===== config.mk =====
export PLATFORM = sky130hd
export DESIGN_NAME = hier_result_fifo
export DESIGN_NICKNAME = d
export VERILOG_FILES = /design/src/rtl/hier_pkg.sv /design/src/rtl/hier_fifo_mem.sv /design/src/rtl/hier_result_fifo.sv
export SDC_FILE = /design/constraint.sdc
export NUM_CORES = 1
export LEC_CHECK = 0
export CORE_ASPECT_RATIO = 1.1
export CORE_UTILIZATION = 65
export CTS_CLUSTER_DIAMETER = 150
export DETAILED_ROUTE_END_ITERATION = 12
export DONT_BUFFER_PORTS = 1
export GPL_ROUTABILITY_DRIVEN = 1
export PLACE_DENSITY_LB_ADDON = 0.25
export SYNTH_ARGS = -nofsm -noshare
export SYNTH_HDL_FRONTEND = slang
export SYNTH_SLANG_ARGS = --single-unit

===== constraint.sdc =====
create_clock -name clk -period 5.3 [get_ports clk]
set_input_delay 1.06 -clock clk [delete_from_list [all_inputs] [get_ports clk]]
set_output_delay 1.06 -clock clk [all_outputs]
set_load 0.02 [all_outputs]

===== src/rtl/hier_pkg.sv =====
// Shared widths and signature constants for the hierarchy capture stage.
package hier_pkg;
   localparam int HIER_W      = 3;
   localparam int HIER_FIFO_D = 4;
   localparam int SIG_W       = 8;
   localparam logic [SIG_W-1:0] SIG_MASK = 8'hB8;

   typedef enum logic [1:0] {
      OCC_EMPTY   = 2'd0,
      OCC_PARTIAL = 2'd1,
      OCC_FULL    = 2'd2
   } occ_t;

   // One signature step: shift left with tap feedback, then fold in the word.
   function automatic logic [SIG_W-1:0] sig_step(input logic [SIG_W-1:0] s,
                                                 input logic [SIG_W-1:0] d);
      return {s[SIG_W-2:0], ^(s & SIG_MASK)} ^ d;
   endfunction
endpackage


===== src/rtl/hier_fifo_mem.sv =====
// DEPTH x WIDTH register array, one write port and one asynchronous read port.
module hier_fifo_mem #(
   parameter int WIDTH = 3,
   parameter int DEPTH = 4,
   parameter int AW    = $clog2(DEPTH)
) (
   input  logic             clk,
   input  logic             we,
   input  logic [AW-1:0]    waddr,
   input  logic [WIDTH-1:0] wdata,
   input  logic [AW-1:0]    raddr,
   output logic [WIDTH-1:0] rdata
);
   logic [DEPTH-1:0][WIDTH-1:0] mem;

   always_ff @(posedge clk) begin
      if (we) mem[waddr] <= wdata;
   end

   assign rdata = mem[raddr];
endmodule


===== src/rtl/hier_result_fifo.sv =====
// Result capture FIFO with sticky overflow flag.
// Define HIER_SIG_EN to add the running 8-bit signature port `sig`.
module hier_result_fifo
   import hier_pkg::*;
#(
   parameter int WIDTH = HIER_W,
   parameter int DEPTH = HIER_FIFO_D
) (
   input  logic                     clk,
   input  logic                     rst_n,
   input  logic                     clr,
   input  logic                     in_valid,
   input  logic [WIDTH-1:0]         in_data,
   output logic                     in_ready,
   output logic                     out_valid,
   output logic [WIDTH-1:0]         out_data,
   input  logic                     out_ready,
   output logic [$clog2(DEPTH):0]   count,
   output logic                     overflow
`ifdef HIER_SIG_EN
   ,
   output logic [SIG_W-1:0]         sig
`endif
);
   localparam int PW = $clog2(DEPTH);
   localparam int CW = PW + 1;

   logic [PW-1:0]    wr_ptr, rd_ptr;
   logic [CW-1:0]    count_q;
   logic             overflow_q;
   logic [WIDTH-1:0] rdata;
   logic             push, pop;
   occ_t             state;

   always_comb begin
      state = OCC_PARTIAL;
      if (count_q == '0)               state = OCC_EMPTY;
      else if (count_q == CW'(DEPTH))  state = OCC_FULL;
   end

   // Handshake flags come from registered occupancy only.
   assign in_ready  = (state != OCC_FULL);
   assign out_valid = (state != OCC_EMPTY);
   assign push      = in_valid & in_ready;
   assign pop       = out_valid & out_ready;
   assign out_data  = out_valid ? rdata : '0;
   assign count     = count_q;
   assign overflow  = overflow_q;

   always_ff @(posedge clk or negedge rst_n) begin
      if (!rst_n) begin
         wr_ptr     <= '0;
         rd_ptr     <= '0;
         count_q    <= '0;
         overflow_q <= 1'b0;
      end else if (clr) begin
         wr_ptr     <= '0;
         rd_ptr     <= '0;
         count_q    <= '0;
         overflow_q <= 1'b0;
      end else begin
         if (push) wr_ptr <= wr_ptr + PW'(1);
         if (pop)  rd_ptr <= rd_ptr + PW'(1);
         case ({push, pop})
            2'b10:   count_q <= count_q + CW'(1);
            2'b01:   count_q <= count_q - CW'(1);
            default: count_q <= count_q;
         endcase
         if (in_valid && !in_ready) overflow_q <= 1'b1;
      end
   end

   hier_fifo_mem #(.WIDTH(WIDTH), .DEPTH(DEPTH)) u_mem (
      .clk   (clk),
      .we    (push & ~clr),
      .waddr (wr_ptr),
      .wdata (in_data),
      .raddr (rd_ptr),
      .rdata (rdata)
   );

`ifdef HIER_SIG_EN
   logic [SIG_W-1:0] sig_q;

   always_ff @(posedge clk or negedge rst_n) begin
      if (!rst_n)    sig_q <= '0;
      else if (clr)  sig_q <= '0;
      else if (push) sig_q <= sig_step(sig_q, SIG_W'(in_data));
   end

   assign sig = sig_q;
`endif
endmodule

==> metrics.md, run 1 <==
| Metric | Value |
|---|---|
| Status | `complete, no violations` |
| Input/output buffers | `0` |
| Max-cap viol count | `0` |
| CP startpoint | `count[0]` |
| Antenna diode count | `0` |
| Setup WS post-layout | `2490 ps` |
| Reg2Reg Depth | `6` |
| Largest net degree at the start of global routing | `17` |
| Worst Setup Start Kind | `flop` |
| Vias/cell | `6.183` |
| # DRC | `0` |
| Fin util | `68.97%` |
| Synth warn | `0` |
| Finished Cell Area | `1087 um2` |
| Gr usage total | `23.05%` |
| Setup crit end | `out_data[2]` |
| CTS root buffer | `clkbuf_4` |
| Slew @ Worst Pin | `581.0 ps` |
| HPWL Detailed | `1.324 mm` |
| Grt total ovfl | `0` |
| Post-Syn Area per Cell | `12.07 um2` |
| Kind of critical path | `flop to primary output` |
| Fin crit share | `53.03%` |
| Pins over their slew limit | `0` |
| Cell Area, Placed | `1061 um2` |
| Via Count | `643` |
| Skew-Pair Late Insertion Delay | `300 ps` |
| FFs w/ async S/R, synth | `40.00%` |
| Non-filler instance count after layout | `104` |
| Rel. slew slack | `60.97%` |
| Wire per inst | `16.88 um` |
| Primary FF master, synth | `edfxtp_1` |
| Final nets | `101` |
| Crit path capture type | `primary output` |
| Maximum clock path buffer count | `2` |
| Post-synthesis sequential area ratio | `51.03%` |
| Routability congestion estimate | `0.7217` |
| Place WS | `2712 ps` |
| Synth cell types | `34` |
| EDFF count, synth | `12` |
| Share of cells above drive strength 1 | `10.34%` |
| Critical Path RT | `4240 ps` |
| Core area | `1577 um2` |
| Area delta synth->final | `-1.025%` |
| Leak pwr | `0.4012 nW` |
| Die Ht | `45.12 um` |
| Ports | `17` |
| Die Wd | `41.20 um` |
| TritonCTS Buffers | `3` |
| Fin. Hold Viols | `0` |
| Power per cell area | `385.4 nW/um2` |
| Post-Syn Instances | `91` |
| Synth top area cells | `edfxtp_1 (33%), dfrtp_1 (18%), mux4_2 (6.2%)` |
| Final setup vio count | `0` |
| Post-placement cell count | `100` |
| Synth top cells by count | `edfxtp_1 (12), dfrtp_1 (8), inv_1 (6), nor2_1 (6), a21oi_1 (5)` |
| Crit Reg-Reg Startpoint | `count[0]` |
| Post-Syn Area | `1099 um2` |
| Hold WC Path Type | `primary input to asynchronous set/reset pin` |
| Post-layout min period | `2810 ps` |
| Peak VDD IR | `199.0 uV` |
| Highest Clock Rate | `355.8 MHz` |
| RSZ-0062 raised after global routing | `false` |
| Register-to-Register Setup Slack | `2700 ps` |
| Syn_nets | `104` |
| Most numerous cell in the Yosys netlist | `edfxtp_1` |
| Largest fanout on the critical path | `13` |
| CTS tree | `done` |
| Drt first pass iters | `4` |
| #FFs+latches synth | `20` |
| Row Count | `15` |
| Setup TNS | `0 ps` |
| Initial DRC count | `6` |
| Reg clk slew, reported paths | `110 ps` |
| Initial Utilization | `69.68%` |
| Post-CTS Hold Fix Bufs | `0` |
| CTS H-tree depth | `1` |
| R2r endpoint | `count[2]` |
| Share of the synthesized area in the top cell type | `32.80%` |
| Data arrival time of the worst path | `1750 ps` |
| Biggest area consumer among synthesized cells | `edfxtp_1` |
| Post_cts resized | `0` |
| Clock Skews | `5.207 ps` |
| Area of the die | `1859 um2` |
| Clk sinks | `20` |
| Vias in the first global route | `629` |
| Initial antenna violation count | `0` |
| Routed Antenna Nets | `0` |
| Setup Buffers After CTS | `0` |
| Global-route wire length before repair | `2.684 mm` |
| Routed WL | `1.756 mm` |
registers in the layout, indices dropped and copies added (netlist names):
register,count
count,3
overflow,1
rd_ptr,2
u_mem.mem,12
wr_ptr,2
metrics by stage:
stage / total power, mW / hold slack, ps
floorplan: 0.3441 / 557.3
global placement: 0.3449 / 574.0
detailed placement: 0.3528 / 588.5
CTS: 0.4224 / 429.8
global route: 0.4472 / 417.4
finish: 0.4190 / 435.2
worst min-delay path by stage:
stage               from         to  slack (ps)  cells after the start
3_3_place_gp   wr_ptr[0]  wr_ptr[0]         570                      2
4_1_cts            rst_n  rd_ptr[1]         430                      0
5_1_grt            rst_n   count[2]         420                      0
2_1_floorplan  wr_ptr[0]  wr_ptr[0]         560                      2
3_5_place_dp   wr_ptr[1]  wr_ptr[1]         590                      2
6_report           rst_n  rd_ptr[1]         440                      0
critical path, cell delays in order (launching register included):
cell     delay [ps]
dfrtp_1         610
nor3_1          590
nor2b_1         250
placed cells by master, fill, tap and decap left out, types with 3 or more instances in the layout:
cell and count:
a21oi_1 5, clkbuf_4 3, inv_1 6, dfrtp_1 8, ha_1 4, edfxtp_1 12
and2_1 4, xor2_1 3, o21ai_0 3, nor2_1 6, mux4_2 3, nand3_1 3
nor2b_1 3
cells by family after synthesis:
kind of cell / count (synthesis) / synth area share [%]
fa+ha+maj: 5 / 6.378
buf+inv: 14 / 7.402
xor+xnor: 4 / 3.190
mux: 4 / 7.061
simple gates: 27 / 14.46
flops: 20 / 51.03
compound gates: 17 / 10.48
area by class of cell:
class / count / area, um2
flip-flops and latches: 20 / 560.5
fillers: 126 / 489.2
multi-input cells: 57 / 456.7
clock buffers: 3 / 22.52
inverters: 6 / 22.52
well taps: 17 / 21.27
clock inverters: 1 / 3.754
per-layer routing:
layer / track usage (%) / vias to the layer above / share of wire [%] / wire length, um
met3: 4.926 / 4 / 3.4 / 60
met1: 29.39 / 307 / 44 / 772
li1: - / 318 / - / -
met2: 35.31 / 14 / 50 / 884
met5: 0 / - / 0 / 0
met4: 13.55 / 0 / 2.2 / 38
where the power goes:
part           total, mW  switching [mW]  internal, mW
Clock             0.0720          0.0445        0.0275
Combinational      0.123          0.0710        0.0518
Sequential         0.224          0.0428         0.181
Power figures use the tool's default switching activity.
==> run 2, diff against run 1 <==
CORE_UTILIZATION = 55   (was 65)
clock period = 2.4 ns   (was 5.3 ns; I/O delays follow)
==> run 2 against run 1 <==
  * Die area increased by 17%
  * Design area grew 4.8%
  * Sequential power up 100%
  * First-iteration DRC count grew 83%
  * Hold slack lost 210 ps
  * Largest power group unchanged
  * Global-route usage is 4.3 points lower
  * Critical endpoint is now in_ready
  * Final cell count grew 14%
  * Clock skew hardly changed
  * Flip-flop and latch count unchanged
==> metrics.md, run 2 (synthesis gave the netlist of run 1 again) <==
| Metric | Value |
|---|---|
| Fin crit share | `91.07%` |
| Setup WS post-layout | `214.2 ps` |
| FF+latch area | `560.5 um2` |
| Antenna diode count | `0` |
| CTS H-tree depth | `1` |
| Ports | `17` |
| Cell Area, Placed | `1104 um2` |
| Drt first pass iters | `4` |
| Gr usage total | `18.74%` |
| Total design power | `0.9685 mW` |
| Comb power frac | `37.4%` |
| Routability congestion estimate | `0.7508` |
| Pins over their slew limit | `0` |
| Area of the multi-input gates | `456.7 um2` |
| Area delta synth->final | `3.758%` |
| Area of the die | `2180 um2` |
| Vias in the first global route | `625` |
| Highest Clock Rate | `457.5 MHz` |
| Input/output buffers | `0` |
| CTS root buffer | `clkbuf_4` |
| Routed Antenna Nets | `0` |
| Reg clk slew, reported paths | `110 ps` |
| Leak pwr | `0.4258 nW` |
| Min Hold Slack | `224.2 ps` |
| Die Wd | `44.61 um` |
| Data arrival time of the worst path | `1710 ps` |
| Largest net degree at the start of global routing | `17` |
| Non-filler instance count after layout | `119` |
| Sw Share | `37.00%` |
| Fill cells | `143` |
| Skew-Pair Late Insertion Delay | `300 ps` |
| Power per cell area | `849.7 nW/um2` |
| Largest fanout on the critical path | `9` |
| Initial antenna violation count | `0` |
| Int Power | `0.6101 mW` |
| Final setup vio count | `0` |
| TritonCTS Buffers | `3` |
| Wire per inst | `15.36 um` |
| Most common cell after layout, fill and taps aside | `edfxtp_1` |
| Routed WL | `1.828 mm` |
| Peak VDD IR | `520.7 uV` |
| Share of cells above drive strength 1 | `14.13%` |
| Core area | `1822 um2` |
| Rel. slew slack | `64.06%` |
| Place WS | `386.7 ps` |
| Worst Setup Start Kind | `flop` |
| Clock power share | `16.5%` |
| Fin. Hold Viols | `0` |
| Fin util | `62.57%` |
| RSZ-0062 raised after global routing | `false` |
| Post_cts resized | `0` |
| Global-route wire length before repair | `2.904 mm` |
| Vias/cell | `5.630` |
| Slew @ Worst Pin | `537.9 ps` |
| Clock Skews | `4.847 ps` |
| Post-placement cell count | `114` |
| Critical Path RT | `1920 ps` |
| Hold WC Path Type | `primary input to flop` |
| Finished Cell Area | `1140 um2` |
| Clk sinks | `20` |
| Initial DRC count | `11` |
| Commonest cells after routing, fill and taps aside | `edfxtp_1 (12), dfrtp_1 (8), inv_1 (6), nor2_1 (6), a21oi_1 (5)` |
| Largest Register | `u_mem.mem` |
| Sequential power share | `46.1%` |
| Maximum clock path buffer count | `2` |
| CTS tree | `done` |
| Final nets | `106` |
| Initial Utilization | `60.30%` |
| # DRC | `0` |
| Crit path capture type | `primary output` |
| Die Ht | `48.88 um` |
| P_sw | `0.3583 mW` |
| Via Count | `670` |
| Setup TNS | `0 ps` |
| HPWL Detailed | `1.306 mm` |
| Post-layout min period | `2186 ps` |
| Status | `complete, no violations` |
| Max-cap viol count | `0` |
| Row Count | `16` |
| Kind of critical path | `flop to primary output` |
| Grt total ovfl | `0` |
| Max reg flops | `12` |
==> run 2: changes by cell type in the layout (fill, tap and decap cells not counted), sizes merged <==
| cell | previous run | this run |
|---|---|---|
| buf | 0 | 4 |
| dlygate4sd3 | 0 | 1 |
==> run 2: layout make-up <==
cell class / count / area share [%]
timing repair buffer: 5 / 3.513
sequential: 20 / 49.18
inverter: 6 / 1.976
multi-input combinational: 57 / 40.07
clock buffer: 3 / 1.976
tap: 27 / 2.964
clock inverter: 1 / 0.3293
==> run 2: per-layer routing <==
| metal | track usage [%] | part of all wire (%) | vias to the layer above |
|---|---|---|---|
| li1 | - | - | 328 |
| met1 | 27.61 | 45 | 315 |
| met2 | 27.21 | 49 | 23 |
| met3 | 3.333 | 4.0 | 4 |
| met4 | 7.576 | 1.9 | 0 |
| met5 | 0 | 0 | - |
==> run 2: final timing paths <==
check,start,slack [ps],endpoint,cells past startpoint
worst max-delay path,count[1],210,in_ready,3
worst min-delay path,clr,220,count[0],1
worst max register to register,count[0],370,count[2],6
worst min register to register,wr_ptr[1],600,wr_ptr[1],2
max in group asynchronous,rst_n,1580,rd_ptr[0],1
min in group asynchronous,rst_n,530,rd_ptr[1],1
==> run 2: power groups by stage <==
stage | clock network [mW] | logic [mW] | registers [mW]
after floorplan | 0 | 0.308 | 0.452
after global placement | 0 | 0.352 | 0.454
after detailed placement | 0 | 0.356 | 0.456
after CTS | 0.165 | 0.364 | 0.448
after global routing | 0.176 | 0.397 | 0.454
final | 0.160 | 0.362 | 0.447
==> run 2: what timing repair did <==
item                                   in CTS  in global routing
hold buffers                                1                  0
endpoints found under the hold margin       8                  0
buffers inserted                            0                  0
==> run 2: critical path, stage by stage, from the launching register on <==
cell     delay [ps]
dfrtp_1         440
buf_4           210
nor3b_1         470
inv_1           290
==> run 3, diff against run 2 <==
CORE_UTILIZATION = 30   (was 55)
MAX_ROUTING_LAYER = met4   (was default)
==> run 3 against run 2 <==
  * Fmax rose by 1.9%
  * Clock skew barely moved
  * Global-route usage down 7.8 points
  * Non-clock buffer count unchanged
  * Largest power group unchanged
==> metrics.md, run 3 (synthesis gave the netlist of run 1 again) <==
| Metric | Value |
|---|---|
| Status | `complete, no violations` |
| Commonest cells after routing, fill and taps aside | `edfxtp_1 (12), dfrtp_1 (8), inv_1 (6), nor2_1 (6), a21oi_1 (5)` |
| Area of the die | `3908 um2` |
| Peak VDD IR | `276.4 uV` |
| GR Util met1 | `15.17%` |
| Crit Reg-Reg Startpoint | `count[0]` |
| Post_cts resized | `0` |
| # DRC | `0` |
| Pins over their slew limit | `0` |
| Setup TNS | `0 ps` |
| Hold Startpoint | `clr` |
| Cell Area, Placed | `1130 um2` |
| Rel. slew slack | `65.74%` |
| Row Count | `22` |
| Global-route wire length before repair | `3.160 mm` |
| Fill cells | `349` |
| CTS H-tree depth | `1` |
| Gr usage total | `10.96%` |
| Antenna diode count | `0` |
| CTS root buffer | `clkbuf_4` |
| Post-CTS Hold Fix Bufs | `1` |
| Hold WC Path Type | `primary input to flop` |
| Max reg flops | `12` |
| Worst Hold Depth | `1` |
| Power per cell area | `831.0 nW/um2` |
| Reg clk slew, reported paths | `110 ps` |
| Max-cap viol count | `0` |
| Fin. Hold Viols | `0` |
| Hold EP | `wr_ptr[1]` |
| Most common cell after layout, fill and taps aside | `edfxtp_1` |
| Largest fanout on the critical path | `9` |
| Met3 usage | `1.575%` |
| Vias/cell | `4.664` |
| Reg2Reg Depth | `6` |
| Skew-Pair Late Insertion Delay | `290 ps` |
| CTS tree | `done` |
| Drt first pass iters | `4` |
| Final setup vio count | `0` |
| Routability congestion estimate | `0.8019` |
| Critical Path RT | `1920 ps` |
| RSZ-0062 raised after global routing | `false` |
| Post-layout min period | `2145 ps` |
| Met2 usage | `16.94%` |
| Crit path capture type | `primary output` |
| Maximum clock path buffer count | `2` |
| Finished Cell Area | `1166 um2` |
| Largest net degree at the start of global routing | `17` |
| Slew @ Worst Pin | `512.8 ps` |
| Via Count | `653` |
| Setup Buffers After CTS | `0` |
| Initial Utilization | `32.18%` |
| Setup WS post-layout | `255.1 ps` |
| Share of cells above drive strength 1 | `14.13%` |
| Clk sinks | `20` |
| Kind of critical path | `flop to primary output` |
| Vias in the first global route | `661` |
| Input/output buffers | `0` |
| Initial antenna violation count | `0` |
| HPWL Detailed | `1.359 mm` |
| Initial DRC count | `11` |
| Routed Antenna Nets | `0` |
| Die Ht | `65.47 um` |
| Worst Setup Start Kind | `flop` |
| Highest Clock Rate | `466.2 MHz` |
| Register-to-Register Setup Slack | `330 ps` |
| Place WS | `360.8 ps` |
| Wire per inst | `13.56 um` |
| Grt total ovfl | `0` |
| Gr busiest metal | `met2` |
| Core area | `3413 um2` |
| Final nets | `106` |
| Data arrival time of the worst path | `1660 ps` |
| Largest Register | `u_mem.mem` |
| Die Wd | `59.70 um` |
| TritonCTS Buffers | `3` |
| Leak pwr | `0.4258 nW` |
| R2r endpoint | `count[2]` |
| Area delta synth->final | `6.150%` |
| Total design power | `0.9691 mW` |
| Fin crit share | `89.37%` |
| Ports | `17` |
| Clock Skews | `5.276 ps` |
| Routed WL | `1.899 mm` |
==> run 3: cell type report <==
class | instances | area (um2) | area share, %
inverter | 6 | 22.52 | 1.931
sequential | 20 | 560.5 | 48.07
clock inverter | 1 | 3.754 | 0.3219
clock buffer | 3 | 22.52 | 1.931
multi-input combinational | 57 | 456.7 | 39.16
timing repair buffer | 5 | 40.04 | 3.433
tap | 48 | 60.06 | 5.150
==> run 3: metal layers <==
metal,part of all wire [%],up-vias
li1,-,328
met1,49,313
met2,46,10
met3,3.7,2
met4,0.68,0
met5,0,-
==> run 3: worst max-delay path: stages, from the launching register on <==
cell     delay [ps]
dfrtp_1         430
buf_4           200
nor3b_1         450
inv_1           280
==> run 3: through the flow <==
stage               util, %  hold WS (ps)  std cells
finish                34.16         234.5        140
global route          34.16         217.9        140
CTS                   34.16         229.6        140
detailed placement    33.10         184.6        135
global placement      33.10         184.6        135
floorplan                 -         184.4         91
==> run 3: where the power goes <==
| part | switching (mW) | internal [mW] | total [mW] |
|---|---|---|---|
| clock | 0.0982 | 0.0604 | 0.159 |
| combinational | 0.215 | 0.149 | 0.364 |
| sequential | 0.0451 | 0.401 | 0.447 |
==> run 3: worst max path at each step <==
stage	start	end	cells after the start
after floorplan	count[0]	count[2]	7
after global placement	count[0]	count[2]	6
after detailed placement	count[0]	count[2]	6
after CTS	count[1]	in_ready	3
after global routing	count[1]	in_ready	3
final	count[1]	in_ready	3
